===== config.mk =====
export PLATFORM = sky130hd
export DESIGN_NAME = mem_port_arbiter
export DESIGN_NICKNAME = d
export VERILOG_FILES = /design/src/rtl/mem_port_arbiter_pkg.sv /design/src/rtl/mem_port_arbiter_counter.sv /design/src/rtl/mem_port_arbiter.sv
export SDC_FILE = /design/constraint.sdc
export NUM_CORES = 1
export LEC_CHECK = 0
export CORE_AREA = 2 2 294 296
export DETAILED_ROUTE_END_ITERATION = 10
export DIE_AREA = 0 0 296 298
export GPL_TIMING_DRIVEN = 0
export HOLD_SLACK_MARGIN = 0.03
export PLACE_DENSITY = 0.41
export SYNTH_ARGS = -nofsm -noshare
export SYNTH_HDL_FRONTEND = slang
export SYNTH_HIERARCHICAL = 1
export SYNTH_SLANG_ARGS = --single-unit

===== constraint.sdc =====
create_clock -name clk -period 5.5 [get_ports clk]
set_clock_uncertainty 0.1 [all_clocks]
set_input_delay 0.825 -clock clk [delete_from_list [all_inputs] [get_ports clk]]
set_output_delay 0.825 -clock clk [all_outputs]
set_load 0.05 [all_outputs]

===== src/rtl/mem_port_arbiter_pkg.sv =====
// Shared encodings for the off-chip memory port arbiter.
// FSM state and grant-owner identifiers.
package mem_port_arbiter_pkg;

   typedef enum logic [1:0] {
      ST_IDLE    = 2'd0,
      ST_GRANT_I = 2'd1,
      ST_GRANT_D = 2'd2,
      ST_RELEASE = 2'd3
   } state_e;

   localparam logic GNT_I = 1'b0;
   localparam logic GNT_D = 1'b1;

endpackage


===== src/rtl/mem_port_arbiter_counter.sv =====
// Saturating event counter used for per-requester grant statistics.
// Sticks at all-ones instead of wrapping.
module sat_counter #(
   parameter int CNT_W = 16
) (
   input  logic             clk,
   input  logic             rst,
   input  logic             inc_i,
   output logic [CNT_W-1:0] cnt_o
);

   logic [CNT_W-1:0] cnt_q;
   logic [CNT_W-1:0] cnt_d;

   always_comb begin
      cnt_d = cnt_q;
      if (inc_i && (cnt_q != {CNT_W{1'b1}})) begin
         cnt_d = cnt_q + {{(CNT_W-1){1'b0}}, 1'b1};
      end
   end

   always_ff @(posedge clk or negedge rst) begin
      if (!rst) begin
         cnt_q <= '0;
      end else begin
         cnt_q <= cnt_d;
      end
   end

   assign cnt_o = cnt_q;

endmodule


===== src/rtl/mem_port_arbiter.sv =====
// Round-robin arbiter sharing one memory port between I-cache and D-cache.
// Requests are captured on grant so the memory sees a frozen transaction.
module mem_port_arbiter
   import mem_port_arbiter_pkg::*;
#(
   parameter int ADDR_W = 28,
   parameter int DATA_W = 128,
   parameter int CNT_W  = 16
) (
   input  logic              clk,
   input  logic              rst,
   input  logic              i_read,
   input  logic [ADDR_W-1:0] i_addr,
   output logic [DATA_W-1:0] i_rdata,
   output logic              i_ready,
   input  logic              d_read,
   input  logic              d_write,
   input  logic [ADDR_W-1:0] d_addr,
   input  logic [DATA_W-1:0] d_wdata,
   output logic [DATA_W-1:0] d_rdata,
   output logic              d_ready,
   output logic              mem_read,
   output logic              mem_write,
   output logic [ADDR_W-1:0] mem_addr,
   output logic [DATA_W-1:0] mem_wdata,
   input  logic [DATA_W-1:0] mem_rdata,
   input  logic              mem_ready,
   output logic [CNT_W-1:0]  i_grant_cnt,
   output logic [CNT_W-1:0]  d_grant_cnt
);

   state_e            state_q, state_d;
   logic              last_q, last_d;
   logic              rd_q, rd_d;
   logic              wr_q, wr_d;
   logic [ADDR_W-1:0] addr_q, addr_d;
   logic [DATA_W-1:0] wdata_q, wdata_d;

   logic i_req, d_req, pick_d;
   logic i_done, d_done;

   assign i_req  = i_read;
   assign d_req  = d_read | d_write;
   // On a tie, the requester that did not win last time gets the port.
   assign pick_d = d_req & (~i_req | (last_q == GNT_I));

   always_comb begin
      state_d = state_q;
      last_d  = last_q;
      rd_d    = rd_q;
      wr_d    = wr_q;
      addr_d  = addr_q;
      wdata_d = wdata_q;
      unique case (state_q)
         ST_IDLE: begin
            if (i_req | d_req) begin
               if (pick_d) begin
                  state_d = ST_GRANT_D;
                  rd_d    = ~d_write;
                  wr_d    = d_write;
                  addr_d  = d_addr;
                  wdata_d = d_wdata;
               end else begin
                  state_d = ST_GRANT_I;
                  rd_d    = 1'b1;
                  wr_d    = 1'b0;
                  addr_d  = i_addr;
                  wdata_d = '0;
               end
            end
         end
         ST_GRANT_I, ST_GRANT_D: begin
            if (mem_ready) begin
               state_d = ST_RELEASE;
               rd_d    = 1'b0;
               wr_d    = 1'b0;
               last_d  = (state_q == ST_GRANT_D) ? GNT_D : GNT_I;
            end
         end
         ST_RELEASE: state_d = ST_IDLE;
         default:    state_d = ST_IDLE;
      endcase
   end

   always_ff @(posedge clk or negedge rst) begin
      if (!rst) begin
         state_q <= ST_IDLE;
         last_q  <= GNT_I;
         rd_q    <= 1'b0;
         wr_q    <= 1'b0;
         addr_q  <= '0;
         wdata_q <= '0;
      end else begin
         state_q <= state_d;
         last_q  <= last_d;
         rd_q    <= rd_d;
         wr_q    <= wr_d;
         addr_q  <= addr_d;
         wdata_q <= wdata_d;
      end
   end

   assign i_done = mem_ready & (state_q == ST_GRANT_I);
   assign d_done = mem_ready & (state_q == ST_GRANT_D);

   assign i_ready = i_done;
   assign d_ready = d_done;
   assign i_rdata = (state_q == ST_GRANT_I) ? mem_rdata : '0;
   assign d_rdata = (state_q == ST_GRANT_D) ? mem_rdata : '0;

   assign mem_read  = rd_q;
   assign mem_write = wr_q;
   assign mem_addr  = addr_q;
   assign mem_wdata = wdata_q;

   sat_counter #(.CNT_W(CNT_W)) u_i_cnt (
      .clk   (clk),
      .rst   (rst),
      .inc_i (i_done),
      .cnt_o (i_grant_cnt)
   );

   sat_counter #(.CNT_W(CNT_W)) u_d_cnt (
      .clk   (clk),
      .rst   (rst),
      .inc_i (d_done),
      .cnt_o (d_grant_cnt)
   );

endmodule

---- Yosys cells after proc, flatten, opt, wreduce, memory -nomap -nowiden ----
Index checks and enable logic that the tools add are counted.
Widths: inputs -> output; s select.
word-level totals
  bits in registers ....................... 193
  logic and storage cells ................. 51
operators by class
  $add $sub $neg .......................... 2
  equality and inequality tests ........... 7
  muxes and demuxes ....................... 16
  bitwise logic cells ..................... 9
  reduce and logical (&&, ||, !) cells .... 9
operators with widths
  operator               count
  $mux 128               3
  $add 16x1->16 const B  2
  $ne 16x16->1 const B   2
  $mux 28                1
  $mux 1                 6
  $mux 2                 3
  $pmux 2 s3             1
  $reduce_and 2->1       3
  $eq 2x2->1 const B     2
  $ne 2x2->1 const B     2
  $pmux 1 s2             2
  $and 1x1->1            3
  $not 1->1              3
  $or 1x1->1             3
  $reduce_and 3->1       1
  $eq 2x1->1 const B     1
  $logic_and 1x1->1      2
  $logic_not 2->1        1
  $reduce_bool 2->1      1
  $reduce_or 2->1        1

---- Logic depth before layout (Yosys ltp) ----
  depth after elaboration ................. 6
  mapped depth ............................ 10
  gate-level depth less buffers ........... 7

---- Cells and area by module ----
Netlist, hierarchy kept.
modules (own cells, without submodules)
  module            times used  cells each  area an instance (um2)
  mem_port_arbiter  1           992         8399.3
  sat_counter       2           77          884.6

---- Worst setup path before layout ----
Ideal clock, no wire load.
  path kind ............................... reg2reg
  start ................................... register state_q[1]
  end ..................................... register u_i_cnt.cnt_q[14] (netlist: u_i_cnt/cnt_o[14])
  setup time .............................. 0.144 ns
  arrival ................................. 2.480 ns
  setup slack ............................. 2.776 ns
  stages on the path, launching flop included .. 10
  path buffers ............................ 2
  cell sequence ........................... dfrtp_1 -> inv_1 -> ha_1 -> clkbuf_1 -> clkbuf_1 -> and2_1 -> nand2_1 -> nor4_2 -> nand4_1 -> xnor2_1
on the way
  longest elaborated chain between the ends .. 3
ends and longest elaborated chain
  element                 line                            text
  from (decl)             mem_port_arbiter.sv:32          state_e state_q, state_d;
  from (signal assigned)  mem_port_arbiter.sv:94          state_q <= state_d;
  $eq 2x1->1              mem_port_arbiter.sv:103         assign i_done = mem_ready & (state_q == ST_GRANT_I);
  $and 1x1->1             mem_port_arbiter.sv:103
  via i_ready             mem_port_arbiter.sv:15          output logic i_ready,
  $logic_and 1x1->1       mem_port_arbiter_counter.sv:17  if (inc_i && (cnt_q != {CNT_W{1'b1}})) begin
  to (signal assigned)    mem_port_arbiter_counter.sv:26  cnt_q <= cnt_d;
  to (decl)               mem_port_arbiter_counter.sv:12  logic [CNT_W-1:0] cnt_q;
The timed path passes the listed nets, and every way through them passes these cells.
A chain may end at the register's enable or synchronous reset.

---- Final worst setup path ----
  start ................................... register state_q[1]
  end ..................................... output port i_ready
on the way
  longest elaborated chain between the ends .. 2
ends and longest elaborated chain
  element      line
  $eq 2x1->1   mem_port_arbiter.sv:103
  $and 1x1->1  mem_port_arbiter.sv:103
  to (decl)    mem_port_arbiter.sv:15
Every way passes these cells.

==> impl_metrics.sql <==
INSERT INTO impl_metrics (metric_group, metric, value, unit) VALUES
('hold_path', 'hp-class', 'input port to asynchronous set/reset pin', ''),
('synth', 'synth.area.top_cells', 'sky130_fd_sc_hd__dfrtp_1 47%, sky130_fd_sc_hd__and2_1 16%, sky130_fd_sc_hd__nand2_1 11%', ''),
('setup_path', 'delay_heaviest_family_cp', 'buffers and inverters', ''),
('synth', 'yosys_warnings', '6', ''),
('detailed_routing', 'postRouteAntennaNets', '0', ''),
('synth', 'synth.area.mux_share', '0.0386', ''),
('global_route', 'largest_net_degree_at_the_start_of_global_routing', '102', ''),
('clock_tree', 'clock_sink_count', '193', ''),
('synth', 'netlist_instances', '1146', ''),
('setup_path', 'path_common_cell', 'sky130_fd_sc_hd__clkbuf_1', ''),
('synth', 'synth_largest_area_cell', 'sky130_fd_sc_hd__dfrtp_1', ''),
('placed_design', 'finalWeightedCongestion', '0.902', ''),
('setup_path', 'cp_slowest_cell', 'sky130_fd_sc_hd__clkdlybuf4s50_1', ''),
('sta', 'finalCriticalPeriod', '4.60', 'ns'),
('setup_path', 'worst_setup_path_end_kind', 'output pin', ''),
('synth', 'syn-num-nets', '1470', ''),
('setup_path', 'start_kind', 'flop', ''),
('detailed_routing', 'drt_first_pass_iters', '4', ''),
('synth', 'syn-cell-area', '10200', 'µm²'),
('floorplan', 'core_area', '84900', 'µm²'),
('job', 'drv.max_cap_violation_count', '0', ''),
('synth', 'largest_family_of_logic_cells_by_synthesized_area', 'simple AND/OR/NAND/NOR gates', ''),
('detailed_routing', 'detail_route.wl_per_cell', '22.4', 'µm'),
('floorplan', 'die-width', '296', 'µm'),
('setup_path', 'critical_path.max_fanout', '10', ''),
('sta', 'timing.slew.headroom', '0.448', ''),
('clock_tree', 'clock_insertion_delay_worst_skew', '0.48', 'ns'),
('synth', 'yosysSeqAreaShare', '0.475', ''),
('finish', 'fillerInstances', '9389', ''),
('clock_tree', 'post-cts-setup-buffers', '0', ''),
('status', 'run_status', 'completed', ''),
('sta', 'setup-tns-final', '0', 'ns'),
('placed_design', 'numPortBuffers', '765', ''),
('finish', 'finish.net_count', '2255', ''),
('detailed_routing', 'vias', '11300', ''),
('clock_tree', 'htreeDepth', '4', ''),
('detailed_routing', 'vias_per_cell', '3.64', ''),
('synth', 'post_synth_and_or_nand_nor_area_fraction', '0.320', ''),
('synth', 'count_of_different_cell_masters_after_synthesis', '42', ''),
('sta', 'rsz0062_at_grt', 'false', ''),
('clock_tree', 'cts_hold_buffers', '0', ''),
('global_route', 'gr-total-overflow', '0', ''),
('setup_path', 'path_cells', 'inv_1, ha_1, clkbuf_1, clkbuf_1, and2_1, clkdlybuf4s50_1', ''),
('finish', 'most_frequent_standard_cell_in_the_layout_excluding_fill_and_tap_cells', 'sky130_fd_sc_hd__clkdlybuf4s50_1', ''),
('setup_path', 'required_time_at_the_worst_slack_endpoint', '4.58', 'ns'),
('sta', 'timing_hold_violations_final', '0', ''),
('floorplan', 'rows', '107', ''),
('placed_design', 'dpl.hpwl', '59800', 'µm'),
('floorplan', 'starting_utilization_of_the_core_area', '0.120', ''),
('floorplan', 'die_h', '298', 'µm'),
('setup_path', 'worstPathArrival', '3.68', 'ns'),
('clock_tree', 'clkSlewWorstSetupHoldPaths', '0.08', 'ns'),
('sta', 'final_critical_path_share_of_the_clock_period', '0.837', ''),
('global_route', 'grt_antenna_before_repair', '67', ''),
('floorplan', 'fp.dieArea', '88200', 'µm²'),
('synth', 'synth_compound_gate_area_share', '0.105', ''),
('finish', 'layout-drive-gt1-share', '0.0448', ''),
('sta', 'fmax', '0.217', 'GHz'),
('sta', 'timing_max_transition_violations_final', '0', ''),
('clock_tree', 'tritoncts.num_buffers', '17', ''),
('clock_tree', 'cts.path.max_buffers', '2', ''),
('clock_tree', 'cts_resized', '0', ''),
('sta', 'worst-slew-pin-transition', '0.828', 'ns'),
('detailed_routing', 'detail_route.drc_violations', '0', ''),
('clock_tree', 'clk_root_buffer_cell', 'sky130_fd_sc_hd__clkbuf_16', ''),
('detailed_routing', 'drt_iter0_drc', '380', ''),
('synth', 'synth_fa_ha_area_frac', '0.00738', ''),
('sta', 'setup_viol', '0', ''),
('floorplan', 'pin_count', '766', ''),
('finish', 'fin_util', '0.235', ''),
('global_route', 'grt.total_usage', '0.154', '');
[final cells by class]
class                      instances  area [µm²]  share of cell area
antenna                           27        67.6             0.00338
buffer                            82         415              0.0208
clock buffer                      18         429              0.0215
clock inverter                    13         195             0.00977
inverter                           3        11.3            0.000564
multi-input combinational        868        4910               0.246
sequential                       193        4830               0.242
tap                             1144        1430              0.0716
timing repair buffer             766        7690               0.385
[cell families after synthesis]
kind of cell / Yosys count
AND/OR/NAND/NOR: 621
multiplexers: 37
adder cells (fa/ha/maj): 6
AO/OA/AOI/OAI: 190
buffers and inverters: 85
XOR/XNOR: 14
flip-flops: 193
[Yosys cell counts (all sizes together)]
cell type / number
nor3b: 1
a2bb2oi: 1
nand4: 20
nand2b: 2
dfrtp: 193
buf: 29
and2: 258
o21ai: 158
o21a: 6
inv: 3
ha: 6
a22o: 1
clkbuf: 53
mux2i: 31
xor2: 4
a32oi: 2
xnor2: 10
a22oi: 1
nor2: 13
a31oi: 4
nand3: 18
nor4: 4
a21oi: 7
mux2: 6
a21boi: 1
a41oi: 4
o31ai: 3
and3: 6
o2bb2ai: 1
nand2: 291
and4: 4
nor3: 4
a211o: 1
[path summary, 6_finish.rpt]
path | cells after the start | to | slack, ns | startpoint
setup / recovery | 6 | i_ready | 0.90 | state_q[1]
hold / removal | 1 | mem_wdata[98] | 0.22 | rst
setup reg to reg | 9 | u_i_cnt/cnt_o[14] | 2.08 | state_q[1]
hold reg to reg | 2 | mem_addr[14] | 0.38 | mem_addr[14]
max in group asynchronous | 2 | u_d_cnt/cnt_o[1] | 4.04 | rst
min in group clk | 2 | mem_addr[14] | 0.38 | mem_addr[14]
[flip-flops by register name, summed over array words and instances (netlist names)]
signal and cells:
u_i_cnt/cnt_o 16, mem_read 1, last_q 1, u_d_cnt/cnt_o 16
state_q 2, mem_addr 28, mem_write 1, mem_wdata 128
[metal layers]
layer	GRT usage	share of wire	wire, µm
met1	0.153	0.35	24500
met2	0.277	0.52	36100
met3	0.0705	0.11	7470
met4	0.0599	0.025	1730
met5	0	0.0023	158
[per-stage QoR]
step                      hold WS (ns)  power, µW  area (µm²)  worst slack (ns)  std cells
after global placement           0.366      10800       19300             -5.34       3055
after CTS                        0.245      12300       19900             0.645       3087
after global routing             0.265      12700       19900             0.581       3097
after floorplan                  0.410       7440       10200              2.78       1146
final                            0.223      12000       20000             0.899       3114
after detailed placement         0.371      10800       19300              1.22       3056
[worst register-to-register path: stages (launching register included)]
cell and delay (ns):
sky130_fd_sc_hd__dfrtp_1 0.38, sky130_fd_sc_hd__inv_1 0.12, sky130_fd_sc_hd__ha_1 0.35, sky130_fd_sc_hd__clkbuf_1 0.64, sky130_fd_sc_hd__clkbuf_1 0.38, sky130_fd_sc_hd__and2_1 0.41, sky130_fd_sc_hd__nand2_1 0.21, sky130_fd_sc_hd__nor4_2 0.42
sky130_fd_sc_hd__nand4_1 0.16, sky130_fd_sc_hd__xnor2_1 0.15
[power by group]
part           leakage (µW)  internal [µW]  switching [µW]
registers           0.00249           1940             339
logic               0.00527           2610            5740
clock network      0.000303            734             660
Note: power is estimated with default switching activity, not from simulation.
